### config.mk
export PLATFORM = sky130hd
export DESIGN_NAME = array_multiplier_row_sequencer
export DESIGN_NICKNAME = d
export VERILOG_FILES = /design/src/rtl/array_multiplier_row_sequencer.sv
export SDC_FILE = /design/constraint.sdc
export NUM_CORES = 1
export LEC_CHECK = 0
export CORE_MARGIN = 1
export CORE_UTILIZATION = 46
export DETAILED_ROUTE_END_ITERATION = 8
export PLACE_DENSITY = 0.69
export SKIP_LAST_GASP = 1
export SYNTH_ARGS = -nofsm -noshare
export SYNTH_HDL_FRONTEND = slang
export SYNTH_SLANG_ARGS = --single-unit
export TNS_END_PERCENT = 1
### constraint.sdc
create_clock -name clk_i -period 10.6 [get_ports clk_i]
set_input_delay 1.59 -clock clk_i [delete_from_list [all_inputs] [get_ports clk_i]]
set_output_delay 1.59 -clock clk_i [all_outputs]
set_load 0.02 [all_outputs]
### src/rtl/array_multiplier_row_sequencer.sv
// Sequential unsigned multiplier: one product row reused per multiplier bit,
// with registered operands, running partial product and row carry.

module array_multiplier_product_row #(
  parameter int DATA_WIDTH = 32
) (
  input  logic [DATA_WIDTH-1:0] and_product,
  input  logic [DATA_WIDTH-2:0] partial_product,
  input  logic                  prev_carry,
  output logic                  product_bit_o,
  output logic [DATA_WIDTH-2:0] result_o,
  output logic                  carry_o
);

  logic [DATA_WIDTH-1:0] addend_s;
  logic [DATA_WIDTH:0]   sum_s;

  // Row adder: accumulated upper bits plus the new partial-product row
  always_comb begin
    addend_s      = {prev_carry, partial_product};
    sum_s         = {1'b0, addend_s} + {1'b0, and_product};
    product_bit_o = sum_s[0];
    result_o      = sum_s[DATA_WIDTH-1:1];
    carry_o       = sum_s[DATA_WIDTH];
  end

endmodule

module array_multiplier_row_sequencer #(
  parameter int DATA_WIDTH = 32
) (
  input  logic                    clk_i,
  input  logic                    rst_n_i,
  input  logic                    clear_i,
  input  logic                    valid_i,
  input  logic [DATA_WIDTH-1:0]   multiplicand_i,
  input  logic [DATA_WIDTH-1:0]   multiplier_i,
  output logic                    ready_o,
  output logic [2*DATA_WIDTH-1:0] product_o,
  output logic                    valid_o,
  input  logic                    ready_i,
  output logic                    busy_o
);

  localparam int CW = $clog2(DATA_WIDTH);

  typedef enum logic [1:0] {
    IDLE    = 2'd0,
    COMPUTE = 2'd1,
    DONE    = 2'd2
  } state_t;

  state_t                  state_r;
  state_t                  state_s;
  logic [DATA_WIDTH-1:0]   mcand_r;
  logic [DATA_WIDTH-1:0]   mult_r;
  logic [DATA_WIDTH-2:0]   partial_r;
  logic                    carry_r;
  logic [CW-1:0]           count_r;
  logic [2*DATA_WIDTH-1:0] product_r;

  logic                    accept_s;
  logic                    last_s;
  logic [DATA_WIDTH-1:0]   first_row_s;
  logic [DATA_WIDTH-1:0]   row_and_s;
  logic                    row_bit_s;
  logic [DATA_WIDTH-2:0]   row_result_s;
  logic                    row_carry_s;

  // Handshake qualifiers and the row operands for the current bit
  always_comb begin
    accept_s    = (state_r == IDLE) && valid_i && !clear_i;
    last_s      = (state_r == COMPUTE) && (count_r == CW'(DATA_WIDTH-1));
    first_row_s = multiplicand_i & {DATA_WIDTH{multiplier_i[0]}};
    row_and_s   = mcand_r & {DATA_WIDTH{mult_r[count_r]}};
  end

  array_multiplier_product_row #(
    .DATA_WIDTH (DATA_WIDTH)
  ) u_row (
    .and_product     (row_and_s),
    .partial_product (partial_r),
    .prev_carry      (carry_r),
    .product_bit_o   (row_bit_s),
    .result_o        (row_result_s),
    .carry_o         (row_carry_s)
  );

  // State register
  always_ff @(posedge clk_i or negedge rst_n_i) begin
    if (!rst_n_i) begin
      state_r <= IDLE;
    end else begin
      state_r <= state_s;
    end
  end

  // Next-state logic; clear overrides every transition
  always_comb begin
    state_s = state_r;
    if (clear_i) begin
      state_s = IDLE;
    end else begin
      case (state_r)
        IDLE: begin
          if (accept_s) begin
            state_s = COMPUTE;
          end else begin
            state_s = IDLE;
          end
        end
        COMPUTE: begin
          if (last_s) begin
            state_s = DONE;
          end else begin
            state_s = COMPUTE;
          end
        end
        DONE: begin
          if (ready_i) begin
            state_s = IDLE;
          end else begin
            state_s = DONE;
          end
        end
        default: state_s = IDLE;
      endcase
    end
  end

  // Operand capture, row iteration and product assembly
  always_ff @(posedge clk_i or negedge rst_n_i) begin
    if (!rst_n_i) begin
      mcand_r   <= '0;
      mult_r    <= '0;
      partial_r <= '0;
      carry_r   <= 1'b0;
      count_r   <= '0;
      product_r <= '0;
    end else if (clear_i) begin
      partial_r <= '0;
      carry_r   <= 1'b0;
      count_r   <= '0;
      product_r <= '0;
    end else if (accept_s) begin
      mcand_r   <= multiplicand_i;
      mult_r    <= multiplier_i;
      product_r <= {{(2*DATA_WIDTH-1){1'b0}}, first_row_s[0]};
      partial_r <= first_row_s[DATA_WIDTH-1:1];
      carry_r   <= 1'b0;
      count_r   <= CW'(1);
    end else if (state_r == COMPUTE) begin
      product_r[count_r] <= row_bit_s;
      partial_r          <= row_result_s;
      carry_r            <= row_carry_s;
      count_r            <= count_r + CW'(1);
      if (last_s) begin
        product_r[2*DATA_WIDTH-1:DATA_WIDTH] <= {row_carry_s, row_result_s};
      end
    end
  end

  assign product_o = product_r;
  assign ready_o   = (state_r == IDLE);
  assign valid_o   = (state_r == DONE);
  assign busy_o    = (state_r == COMPUTE) || (state_r == DONE);

endmodule

-- Yosys cells after proc, flatten, opt, wreduce, memory -nomap -nowiden
Cells that the tools add are included.
W data, S select, Z words.
- output and inout port bits: 67
- bits of input ports: 69
- register bits: 167
- logic and storage cells: 50
- mux-type cells: 23
- $lt $le $gt $ge: 3
- equality and inequality tests: 3
- $add $sub $neg: 2
- reductions and logical operators: 9
- bitwise logic cells: 3
- operators with widths (operator ; count):
    $mux W64 ; 3
    $mux W31 ; 3
    $and A32 B32 Y32 ; 2
    $bwmux W64 ; 1
    $add A32 B32 Y33 ; 1
    $mux W32 ; 1
    $mux W5 ; 3
    $lt A5 B7 Y1 const B ; 1
    $lt A5 B6 Y1 const B ; 1
    $mux W1 ; 6
    $mux W2 ; 3
    $pmux W2 S3 ; 1
    $add A5 B1 Y5 const B ; 1
    $bmux W1 S5 ; 1
    $demux W1 S5 ; 1
    $eq A5 B5 Y1 const B ; 1
    $ge A5 B1 Y1 const B ; 1
    $logic_and A1 B1 Y1 ; 4
    $reduce_bool A3 Y1 ; 1
    $eq A2 B1 Y1 const B ; 1
    $eq A2 B2 Y1 const B ; 1
    $logic_not A2 Y1 ; 1
    $reduce_and A2 Y1 ; 1
    $logic_not A1 Y1 ; 1
    2 further kinds ; 2

-- Longest topological paths before layout
- depth after elaboration: 9
- gate-level depth with buffers: 18
- depth with buffers taken out: 17

-- Cells and area by module
Synthesis repeated with hierarchy kept, for this count alone.
- cell total of the unflattened synthesis: 1118
- area total of the unflattened synthesis: 9506.6 um^2
- by module, submodules not included (module ; area each (um^2) ; cells each ; times used):
    array_multiplier_row_sequencer ; 7604.8 ; 844 ; 1
    array_multiplier_product_row ; 1901.8 ; 274 ; 1

-- Worst setup path before layout
No wires, ideal clock.
- path type: register to register
- start point: register count_r[0]
- end point: register partial_r[19]
- stages on the path, launching flop included: 18
- path slack: 6.587 ns
- clock period less this slack: 4.013 ns
- buffers on the path: 2
- data arrival time: 3.913 ns
- path through: dfrtp_1 buf_2 mux4_2 inv_1 o22ai_1 a221oi_1 nand3_1 clkbuf_1 and2_1 ha_1 nor2b_1 o2111ai_1 nand3_2 a21oi_2 o21bai_2 a21boi_1 mux2_1 a311oi_1
- longest elaborated chain between the ends: 7
- RTL lines (element ; line ; RTL):
    start: declaration ; 59 ; logic [CW-1:0] count_r;
    start signal: assignment ; 156 ; count_r <= count_r + CW'(1);
    $bmux W1 S5 ; 75 ; row_and_s = mcand_r & {DATA_WIDTH{mult_r[count_r]}};
    $mux W1 (not written as such) ; 75 ;
    $and A32 B32 Y32 ; 75 ;
    $add A32 B32 Y33 ; 21 ; sum_s = {1'b0, addend_s} + {1'b0, and_product};
    $mux W31 ; 152 ; end else if (state_r == COMPUTE) begin
    $mux W31 ; 145 ; end else if (accept_s) begin
    $mux W31 ; 140 ; end else if (clear_i) begin
    end signal: assignment ; 149 ; partial_r <= first_row_s[DATA_WIDTH-1:1];
    end signal: assignment ; 154 ; partial_r <= row_result_s;
    end: declaration ; 57 ; logic [DATA_WIDTH-2:0] partial_r;
Every way passes these cells. The select of a mux whose other input is x is not followed.
A chain may end at the register's enable or synchronous reset.

-- Worst setup path in the final report
Same ends and word-level chain as after synthesis.

==> results.tsv <==
stage	metric	value	unit
floorplanning	die_height	144	microns
sta	max_slew_margin	0.245	
floorplanning	die_w	144	microns
logic_synthesis	yosysSeqAreaShare	0.451	
worst_setup_path	cp-end-kind	flop	
detailed_routing	drc	0	
placed_design	io_buffers	135	
floorplanning	start_util	0.473	
worst_setup_path	cp_cell_sequence	mux4_2 > inv_1 > o22ai_1 > a221oi_1 > nand3_1 > and2_1 > ha_1 > inv_1 > fa_1 > nor2b_1 > o2111ai_1 > nand3_2 > a21oi_2 > o21bai_2 > a21boi_1 > mux2_1 > a311oi_1	
floorplanning	num_rows	51	
floorplanning	dieArea	20700	sq um
logic_synthesis	async_flop_share	1.00	
logic_synthesis	netlist_area	9270	sq um
sta	fin_skew	8.68	ps
cts	cts_resized	0	
grt	grt_pass1_vias	7686	
sta	max_freq	0.179	GHz
pwr	peakVddDrop	0.000119	V
grt	grt_max_degree	107	
placed_design	gp_congestion	0.916	
sta	setup_viol	0	
sta	fin_crit_sh	0.527	
finish	fin_area	11400	sq um
pwr	p_per_area	153	nW/um^2
detailed_routing	vias_per_cell	5.57	
finish	nets	1259	
logic_synthesis	yosys_warnings	0	
pwr	p_leak	0.00505	uW
logic_synthesis	synthFlopType	dfrtp_1	
logic_synthesis	synth_nets	1169	
outcome	status	finished, final reports clean	
grt	gr-total-overflow	0	
sta	tightest_slew	1130	ps
cts	root_buffer	clkbuf_16	
placed_design	placed_area	10800	sq um
grt	grt_pass1_wl	40400	microns
placed_design	post-dp-hpwl	17500	microns
cts	cts_made_buffers	17	
detailed_routing	dr.first_iter.drc_count	645	
sta	slew_violations	0	
floorplanning	ios	136	
sta	rsz0062_at_grt	no	
cts	clkLatencyLatePin	430	ps
finish	diodes	0	
worst_setup_path	cp_max_fo	32	
logic_synthesis	netlist_instances	1058	
logic_synthesis	synth_edf_count	0	
sta	finalWorstPathRequiredPeriod	5590	ps
logic_synthesis	ys_ff_latch	167	
worst_setup_path	required	10910	ps
worst_setup_path	slowest_stage	nand3_1	
detailed_routing	first_pass_iters	5	
hold_path	hp-class	flop to flop	
floorplanning	core_area	19600	sq um
sta	holdWs	470	ps
cts	post_cts_buffers	0	
cts	clock_path_buffers	2	
cts	htreeDepth	4	
cts	cts_tree	done	
cts	clkTransAtPathRegs	70	ps
finish	drive_above_1_share	0.0672	
logic_synthesis	avgSynthCellArea	8.76	sq um
worst_setup_path	cpMostUsedCell	inv_1	
cts	cts.sinks	167	
sta	tns	0	ps
grt	antenna_found_initial	0	
flow_run	maxCapViolations	0	
detailed_routing	vias	7946	
logic_synthesis	synth.distinct_cells	69	
worst_setup_path	critPathLaunchType	flop	
detailed_routing	wl	25100	microns
worst_setup_path	slowest_delay	830	ps
detailed_routing	ant_nets	0	
cts	hold_buffers	0	
worst_setup_path	cp.arrival	5900	ps
sta	final-hold-violation-count	0	
grt	grt_usage	0.255	
worst_setup_path	worstSetupPathType	flop to flop	
finish	syn2layout_area_growth	23.1	%
detailed_routing	avgRoutedWirePerCell	17.6	microns
[final cells by class]
class,count,area (sq um)
inverters,15,56.3
repair buffers,143,1410
flip-flops and latches,167,4180
clock buffers,18,439
well taps,265,332
clock inverters,14,220
fillers,1763,8180
multi-input cells,804,4770
[final timing paths]
| path | from | end | slack (ps) | cells after the start |
|---|---|---|---|---|
| min in group asynchronous | rst_n_i | product_o[43] | 1250 | 1 |
| hold reg to reg | mult_r[19] | mult_r[19] | 470 | 2 |
| setup / recovery | count_r[0] | partial_r[19] | 5010 | 17 |
| hold / removal | mult_r[19] | mult_r[19] | 470 | 2 |
| setup reg to reg | count_r[0] | partial_r[19] | 5010 | 17 |
| max in group asynchronous | rst_n_i | product_o[57] | 8030 | 2 |
[sequential cells by signal (all words and copies together), names as in the netlist]
| name | cells |
|---|---|
| mcand_r | 32 |
| product_o | 64 |
| mult_r | 32 |
| carry_r | 1 |
| state_r | 2 |
| count_r | 5 |
| partial_r | 31 |
[metrics by stage]
stage	setup slack [ps]	util	total power, uW	cells
CTS	4920	0.582	1760	1426
detailed placement	4890	0.549	1080	1394
global placement	5190	0.549	1070	1394
global route	4520	0.582	1830	1426
finish	5010	0.582	1750	1426
floorplan	6590	-	957	1058
[critical path: cells and delay by family, from the launching register on]
family / cells / cell delay, ps
AO/OA/AOI/OAI: 7 / 1610
adder cells (fa/ha/maj): 2 / 430
buffers and inverters: 2 / 150
flip-flops: 1 / 760
multiplexers: 2 / 920
AND/OR/NAND/NOR: 4 / 1580
[cell usage after synthesis (4+ instances only)]
master    number  area share
a211oi_1       7      0.0057
a21o_1         7      0.0057
a21oi_1       80       0.043
a221oi_1       4      0.0038
a22o_1        13       0.012
a22oi_1       13       0.011
a311oi_1       4      0.0038
and2_1        35       0.024
and3_1         6      0.0040
buf_1         11      0.0045
buf_2          7      0.0038
clkbuf_1      54       0.022
dfrtp_1      167        0.45
ha_1          41       0.055
inv_1         15      0.0061
mux2i_1        8      0.0086
mux4_2         8       0.019
nand2_1      276        0.11
nand2b_1       9      0.0061
nand3_1       13      0.0070
nand3b_1       4      0.0032
nand4_1       29       0.020
nor2_1        44       0.018
nor2b_1        4      0.0027
nor3_1        11      0.0059
o21a_1         4      0.0032
o21ai_0       85       0.046
o21ai_1       10      0.0054
xnor2_1       15       0.014
xor2_1        16       0.015
[cells in the final DEF, fill, tap and decap left out, drive strengths merged, types with 15 or more instances in the layout]
cell type      synthesis  final
nand4                 29     29
dfrtp                167    167
a21oi                 83     83
clkdlybuf4s50          0    134
xnor2                 15     15
xor2                  16     16
and2                  35     35
inv                   15     17
o21ai                 95     95
nor2                  44     44
clkbuf                54     18
ha                    41     41
nand2                277    277
[metal layers]
layer	track usage	vias up	wire length, microns
met5	0	-	0
met4	0.0862	0	493
met3	0.0367	34	1140
met2	0.405	215	11700
met1	0.356	3855	11800
li1	-	3842	-
[logic make-up (layout without fill, tap and decap cells)]
logic type | count (synthesis) | count (layout) | synth area share
AOI/OAI and AO/OA | 265 | 265 | 0.179
DFF | 167 | 167 | 0.451
xor gates and xnor gates | 31 | 31 | 0.0293
and+or+nand+nor | 448 | 448 | 0.216
muxes | 18 | 18 | 0.0309
buffers and inverters | 87 | 190 | 0.0362
adders and majority gates | 42 | 42 | 0.0575
[power by group]
group | total [uW] | switching, uW | internal [uW]
logic | 341 | 208 | 133
clock network | 685 | 278 | 408
registers | 723 | 33.0 | 690
total | 1750 | 519 | 1230
(Power assumes the default switching activity.)
